### src/rtl/add_pipe_approx.sv
// ============================================================================
// add_pipe_approx
// ----------------------------------------------------------------------------
// Pipelined unsigned adder of two WIDTH-bit operands. Each beat can use exact
// addition or the lower-part-OR approximation. Carry propagation is split into
// SEGMENTS registered slices of SW = WIDTH/SEGMENTS bits. The block also counts
// how many delivered approximate results differ from the exact sum, and keeps
// the largest absolute error it has delivered.
//
// Parameters
//   WIDTH       operand width; the sum is WIDTH+1 bits
//   SEGMENTS    number of carry slices (WIDTH % SEGMENTS == 0)
//   APPROX_LSB  upper limit on the number of approximated LSBs
//
// Ports
//   clk        rising-edge clock
//   rst_n      asynchronous active-low reset
//   in_valid   operand beat valid
//   in_ready   beat accepted this cycle when in_valid is also high
//   a, b       operands
//   mode       0 = exact, 1 = approximate
//   k          requested number of approximated LSBs (used only when mode=1)
//   out_valid  result valid
//   out_ready  downstream accepts the result
//   sum        result (exact or approximate)
//   err_cnt    saturating count of delivered results with sum != exact
//   max_err    largest |exact - sum| delivered since reset or clear
//   clr_stats  synchronous clear of err_cnt and max_err
//
// Latency is SEGMENTS cycles after acceptance. All levels advance together
// whenever the output register is empty or is being drained.
// ============================================================================
module add_pipe_approx #(
  parameter int WIDTH      = 8,
  parameter int SEGMENTS   = 2,
  parameter int APPROX_LSB = 4
) (
  input  logic                       clk,
  input  logic                       rst_n,
  input  logic                       in_valid,
  output logic                       in_ready,
  input  logic [WIDTH-1:0]           a,
  input  logic [WIDTH-1:0]           b,
  input  logic                       mode,
  input  logic [$clog2(WIDTH+1)-1:0] k,
  output logic                       out_valid,
  input  logic                       out_ready,
  output logic [WIDTH:0]             sum,
  output logic [15:0]                err_cnt,
  output logic [WIDTH:0]             max_err,
  input  logic                       clr_stats
);

  localparam int KW = $clog2(WIDTH + 1);
  localparam int SW = WIDTH / SEGMENTS;
  localparam logic [KW-1:0] APPROX_CAP = KW'(APPROX_LSB);

  // --------------------------------------------------------------------------
  // Pipeline levels
  //   level 0        : captured beat (operands, approximation masks, exact sum)
  //   level j (1..S) : bits below j*SW of acc already hold result bits, bits
  //                    above still hold operand A. B and the masks ride along
  //                    unchanged, which gives the skew delay for the upper
  //                    slices.
  //   level S        : complete result; {carry, acc} is the sum.
  // --------------------------------------------------------------------------
  logic             valid_reg  [0:SEGMENTS];
  logic             valid_next [0:SEGMENTS];
  logic [WIDTH-1:0] acc_reg    [0:SEGMENTS];
  logic [WIDTH-1:0] acc_next   [0:SEGMENTS];
  logic [WIDTH:0]   exact_reg  [0:SEGMENTS];
  logic [WIDTH:0]   exact_next [0:SEGMENTS];
  logic             carry_reg  [1:SEGMENTS];
  logic             carry_next [1:SEGMENTS];
  logic [WIDTH-1:0] b_reg      [0:SEGMENTS-1];
  logic [WIDTH-1:0] b_next     [0:SEGMENTS-1];
  logic [WIDTH-1:0] m_reg      [0:SEGMENTS-1];
  logic [WIDTH-1:0] m_next     [0:SEGMENTS-1];
  logic [WIDTH-1:0] t_reg      [0:SEGMENTS-1];
  logic [WIDTH-1:0] t_next     [0:SEGMENTS-1];

  logic adv;

  // Everything shifts together; a stalled output freezes the whole pipe.
  assign adv       = out_ready | ~out_valid;
  assign in_ready  = adv;
  assign out_valid = valid_reg[SEGMENTS];
  assign sum       = {carry_reg[SEGMENTS], acc_reg[SEGMENTS]};

  // --------------------------------------------------------------------------
  // Input decode: effective depth and per-bit masks
  //   in_mask[i] : bit i is in the OR region (i < keff)
  //   in_top[i]  : bit i is the top OR bit (i == keff-1); its a&b becomes the
  //                carry into the exact region
  // --------------------------------------------------------------------------
  logic [KW-1:0]    keff;
  logic [WIDTH-1:0] in_mask;
  logic [WIDTH-1:0] in_top;

  always_comb begin
    keff = '0;
    if (mode) begin
      keff = (k > APPROX_CAP) ? APPROX_CAP : k;
    end
  end

  genvar gi;
  generate
    for (gi = 0; gi < WIDTH; gi++) begin : g_mask
      assign in_mask[gi] = (KW'(gi) < keff);
      assign in_top[gi]  = (KW'(gi + 1) == keff);
    end
  endgenerate

  assign valid_next[0] = in_valid;
  assign acc_next[0]   = a;
  assign b_next[0]     = b;
  assign m_next[0]     = in_mask;
  assign t_next[0]     = in_top;
  assign exact_next[0] = {1'b0, a} + {1'b0, b};

  // --------------------------------------------------------------------------
  // Carry slices: stage gi resolves bits [gi*SW +: SW] of level gi.
  // --------------------------------------------------------------------------
  generate
    for (gi = 0; gi < SEGMENTS; gi++) begin : g_stage
      logic             cin;
      logic [SW-1:0]    slice_sum;
      logic             slice_cout;
      logic [WIDTH-1:0] merged;

      if (gi == 0) begin : g_cin_zero
        assign cin = 1'b0;
      end else begin : g_cin_prev
        assign cin = carry_reg[gi];
      end

      always_comb begin
        logic c;
        logic ai;
        logic bi;
        c         = cin;
        ai        = 1'b0;
        bi        = 1'b0;
        slice_sum = '0;
        for (int i = 0; i < SW; i++) begin
          ai = acc_reg[gi][gi*SW + i];
          bi = b_reg[gi][gi*SW + i];
          if (m_reg[gi][gi*SW + i]) begin
            // OR region: no carry travels through it. Only the top bit of
            // the region launches a carry (its generate term).
            slice_sum[i] = ai | bi;
            c            = t_reg[gi][gi*SW + i] & ai & bi;
          end else begin
            slice_sum[i] = ai ^ bi ^ c;
            c            = (ai & bi) | (c & (ai ^ bi));
          end
        end
        slice_cout = c;
      end

      always_comb begin
        merged                 = acc_reg[gi];
        merged[gi*SW +: SW]    = slice_sum;
      end

      assign valid_next[gi+1] = valid_reg[gi];
      assign acc_next[gi+1]   = merged;
      assign carry_next[gi+1] = slice_cout;
      assign exact_next[gi+1] = exact_reg[gi];

      if (gi < SEGMENTS - 1) begin : g_fwd
        assign b_next[gi+1] = b_reg[gi];
        assign m_next[gi+1] = m_reg[gi];
        assign t_next[gi+1] = t_reg[gi];
      end
    end
  endgenerate

  // --------------------------------------------------------------------------
  // Level registers. Reset drops every in-flight beat.
  // --------------------------------------------------------------------------
  always_ff @(posedge clk or negedge rst_n) begin
    if (!rst_n) begin
      for (int l = 0; l <= SEGMENTS; l++) begin
        valid_reg[l] <= 1'b0;
        acc_reg[l]   <= '0;
        exact_reg[l] <= '0;
      end
      for (int l = 1; l <= SEGMENTS; l++) begin
        carry_reg[l] <= 1'b0;
      end
      for (int l = 0; l < SEGMENTS; l++) begin
        b_reg[l] <= '0;
        m_reg[l] <= '0;
        t_reg[l] <= '0;
      end
    end else if (adv) begin
      for (int l = 0; l <= SEGMENTS; l++) begin
        valid_reg[l] <= valid_next[l];
        acc_reg[l]   <= acc_next[l];
        exact_reg[l] <= exact_next[l];
      end
      for (int l = 1; l <= SEGMENTS; l++) begin
        carry_reg[l] <= carry_next[l];
      end
      for (int l = 0; l < SEGMENTS; l++) begin
        b_reg[l] <= b_next[l];
        m_reg[l] <= m_next[l];
        t_reg[l] <= t_next[l];
      end
    end
  end

  // --------------------------------------------------------------------------
  // Error statistics, updated on delivered results only.
  // The approximation can land on either side of the exact sum (the top OR
  // bit may inject a carry the exact sum does not have), so the error is
  // taken as an absolute difference.
  // --------------------------------------------------------------------------
  logic           xfer;
  logic           mismatch;
  logic [WIDTH:0] abs_diff;

  assign xfer     = out_valid & out_ready;
  assign mismatch = (sum != exact_reg[SEGMENTS]);
  assign abs_diff = (exact_reg[SEGMENTS] >= sum) ? (exact_reg[SEGMENTS] - sum)
                                                 : (sum - exact_reg[SEGMENTS]);

  always_ff @(posedge clk or negedge rst_n) begin
    if (!rst_n) begin
      err_cnt <= '0;
      max_err <= '0;
    end else if (clr_stats) begin
      // A clear outranks a transfer in the same cycle.
      err_cnt <= '0;
      max_err <= '0;
    end else if (xfer && mismatch) begin
      if (err_cnt != 16'hFFFF) begin
        err_cnt <= err_cnt + 16'd1;
      end
      if (abs_diff > max_err) begin
        max_err <= abs_diff;
      end
    end
  end

endmodule

### config.mk
export PLATFORM = sky130hd
export DESIGN_NAME = add_pipe_approx
export DESIGN_NICKNAME = d
export VERILOG_FILES = /design/src/rtl/add_pipe_approx.sv
export SDC_FILE = /design/constraint.sdc
export NUM_CORES = 1
export LEC_CHECK = 0
export ABC_AREA = 1
export CAP_MARGIN = 25
export CORE_AREA = 2 2 112 114
export CTS_BUF_LIST = sky130_fd_sc_hd__clkbuf_8 sky130_fd_sc_hd__clkbuf_16
export CTS_CLUSTER_SIZE = 24
export DETAILED_ROUTE_END_ITERATION = 8
export DIE_AREA = 0 0 114 116
export PLACE_DENSITY = 0.87
export SLEW_MARGIN = 40
export SYNTH_ARGS = -nofsm -noshare
export SYNTH_HDL_FRONTEND = slang
export SYNTH_SLANG_ARGS = --single-unit
### constraint.sdc
create_clock -name clk -period 3.6 [get_ports clk]
set_input_delay 0.54 -clock clk [delete_from_list [all_inputs] [get_ports clk]]
set_output_delay 0.54 -clock clk [all_outputs]
set_load 0.01 [all_outputs]
==> flow_summary.json <==
{
  "status": "complete, no violations",
  "synth_top_family_by_area": "simple AND/OR/NAND/NOR gates",
  "placed_cell_area_um2": 7490,
  "timing.final.max_slew_violations": 0,
  "max_slew_margin_pct": 59.5,
  "yosysSeqAreaShare_pct": 43.0,
  "tns_ns": 0,
  "final_area_um2": 8140,
  "stdcell_count": 1081,
  "vias": 5705,
  "syn-instance-count": 872,
  "syn2layout_area_growth_pct": 19.6,
  "largest_reg_flops": 18,
  "grt_pass1_wl_mm": 25.5,
  "cts_sinks": 117,
  "path_common_cell": "nand2_1",
  "grt_max_degree": 104,
  "required_ns": 3.91,
  "post-route-drc-count": 0,
  "period_share_pct": 90.8,
  "drive_above_1_share_pct": 6.00,
  "dieArea_um2": 13200,
  "hpwl_mm": 10.2,
  "final_cell_mix": "nand2_1, inv_1, dfrtp_1",
  "p_leak_nw": 4.11,
  "seqPwrFrac_pct": 25.7,
  "start_util_pct": 57.1,
  "h-tree-depth": 4,
  "dp_slack_ns": 0.223,
  "critPathKind": "reg -> reg",
  "fin_crit_ns": 3.27,
  "syn-cell-area_um2": 6810,
  "grt_overflow": 0,
  "maxCapViolCount": 0,
  "die_x_um": 114,
  "wl_per_cell_um": 13.9,
  "final-seq-area_um2": 2930,
  "internal_power_mw": 4.30,
  "comb_power_share_pct": 49.8,
  "routed_wl_mm": 15.0,
  "utilization_pct": 68.4,
  "synth_nets": 951,
  "synthSimpleGateAreaFrac_pct": 24.6,
  "ctsHoldBuffers": 0,
  "path_cells": "inv_1, ha_2, nand2_1, inv_1, nand2_1, nand2_1, nand2_1, nand4_1, buf_4, nand2_1, nand2_1, ha_1, nand2_1, nor2_1, nand2_1, nor2_1, nor2_1, nand2_2, inv_2, nand3_1, nand2_1, inv_1",
  "synth_cell_types": 38,
  "swShare_pct": 42.1,
  "fill_cells": 920,
  "critPathSlowestCell": "dfrtp_1",
  "multi_input_area_um2": 3260,
  "crit_path_max_incr_delay_ns": 0.40,
  "drtAntennaViolNets": 0,
  "yosys_warnings": 0,
  "layout_commonest_cell": "nand2_1",
  "hold_path_class": "in -> async",
  "antenna_found_initial": 0,
  "ys_ff_latch": 117,
  "whs_ns": 0.0865,
  "dp_cells": 1050,
  "muxShareOfSynthArea_pct": 0,
  "hold_viol": 0,
  "drt-initial-drc-count": 499,
  "synth_xor_area_share_pct": 2.19,
  "io_buffers": 61,
  "crit_arrival_ns": 3.58,
  "cts_made_buffers": 17,
  "finalClockSkew_ns": 0.0112,
  "cts_root_buffer": "clkbuf_16",
  "finalSetupViolations": 0,
  "drtPass1Iterations": 5,
  "p_per_area_nw_per_um2": 912,
  "fp.dieH_um": 116,
  "vias_per_cell": 5.28,
  "final_nets": 1002,
  "fmax_mhz": 306,
  "clock_latency_ns": 0.42,
  "core_um2": 11900,
  "std_cell_rows": 40,
  "start_kind": "register",
  "num_io_pins": 62,
  "antenna_cells": 0,
  "cp_max_fo": 11,
  "layout_setup_ws_ns": 0.331,
  "power_frac_clock_pct": 24.5,
  "tightest_slew_ns": 0.607,
  "cts_tree": "built",
  "track_usage_pct": 24.4,
  "totalPowerFinal_mw": 7.43,
  "grt_pass1_vias": 5580,
  "crit_buf_inv": 5,
  "synth_compound_area_share_pct": 9.94,
  "cp_top_family": "simple AND/OR/NAND/NOR gates",
  "synthAdderAreaFrac_pct": 10.8,
  "p_switching_mw": 3.13,
  "grt_setup_unrepaired": "false",
  "cts.path.max_buffers": 2,
  "syn_area_per_cell_um2": 7.81,
  "ir_worst_vdd_uv": 487,
  "clk_pin_slew_ns": 0.05,
  "place_congestion": 0.951,
  "end_kind": "register"
}
[worst paths after layout]
path | start | to | slack, ns | cells past startpoint
worst max register to register | sum[4] | max_err[4] | 0.33 | 22
worst max-delay path | sum[4] | max_err[4] | 0.33 | 22
worst min register to register | valid_next[0] | out_valid | 0.46 | 2
min in group clk | valid_next[0] | out_valid | 0.46 | 2
max in group asynchronous | rst_n | max_err[2] | 2.73 | 2
worst min-delay path | rst_n | b_next[6] | 0.09 | 1
[final cells by class]
class | instances | area share (%)
Clock buffer | 19 | 5.56
Clock inverter | 11 | 2.24
Inverter | 123 | 5.70
Multi-Input combinational cell | 598 | 40.0
Sequential cell | 117 | 36.0
Tap cell | 147 | 2.26
Timing Repair Buffer | 66 | 8.24
[cells by family after synthesis]
group                      Yosys count
and+or+nand+nor                    407
xor gates and xnor gates            17
adders and majority gates           53
DFF                                117
AOI/OAI and AO/OA                  121
buffers and inverters              157
[Yosys cell counts, drive strengths merged]
cell | count | area (um^2)
o22a | 2 | 17.5
nand3 | 43 | 220
inv | 123 | 464
nor3 | 2 | 10.0
xor2 | 14 | 123
a22oi | 1 | 7.51
a31oi | 1 | 6.26
a32oi | 1 | 8.76
o31ai | 2 | 15.0
o21bai | 2 | 15.0
clkbuf | 20 | 75.1
a21oi | 26 | 130
dfrtp | 117 | 2930
fa | 10 | 200
nand2 | 292 | 1110
o211ai | 6 | 45.0
o21a | 1 | 7.51
o21ai | 76 | 399
nand4 | 14 | 103
nand3b | 2 | 15.0
a41oi | 2 | 17.5
a21o | 1 | 7.51
nor2 | 53 | 216
buf | 14 | 98.8
xnor2 | 3 | 26.3
ha | 43 | 538
or2 | 1 | 6.26
[power by group through the flow]
stage / clock network (mW) / registers [mW] / logic (mW)
final: 1.82 / 1.91 / 3.70
after global routing: 1.89 / 1.95 / 4.23
after CTS: 1.84 / 1.91 / 3.63
after detailed placement: 0 / 1.92 / 3.52
after global placement: 0 / 1.90 / 3.44
after floorplan: 0 / 1.88 / 2.68
[timing repair]
item / in CTS / in global routing
setup buffers: 0 / 1
gates resized for setup: 0 / 5
endpoints found under the setup margin: 0 / 9
[per-layer routing]
layer / GRT usage [%] / routed length [um]
met5: 0 / 0
met4: 8.37 / 144
met1: 31.7 / 6680
met2: 40.7 / 7440
met3: 5.75 / 720
(Power assumes the default switching activity.)
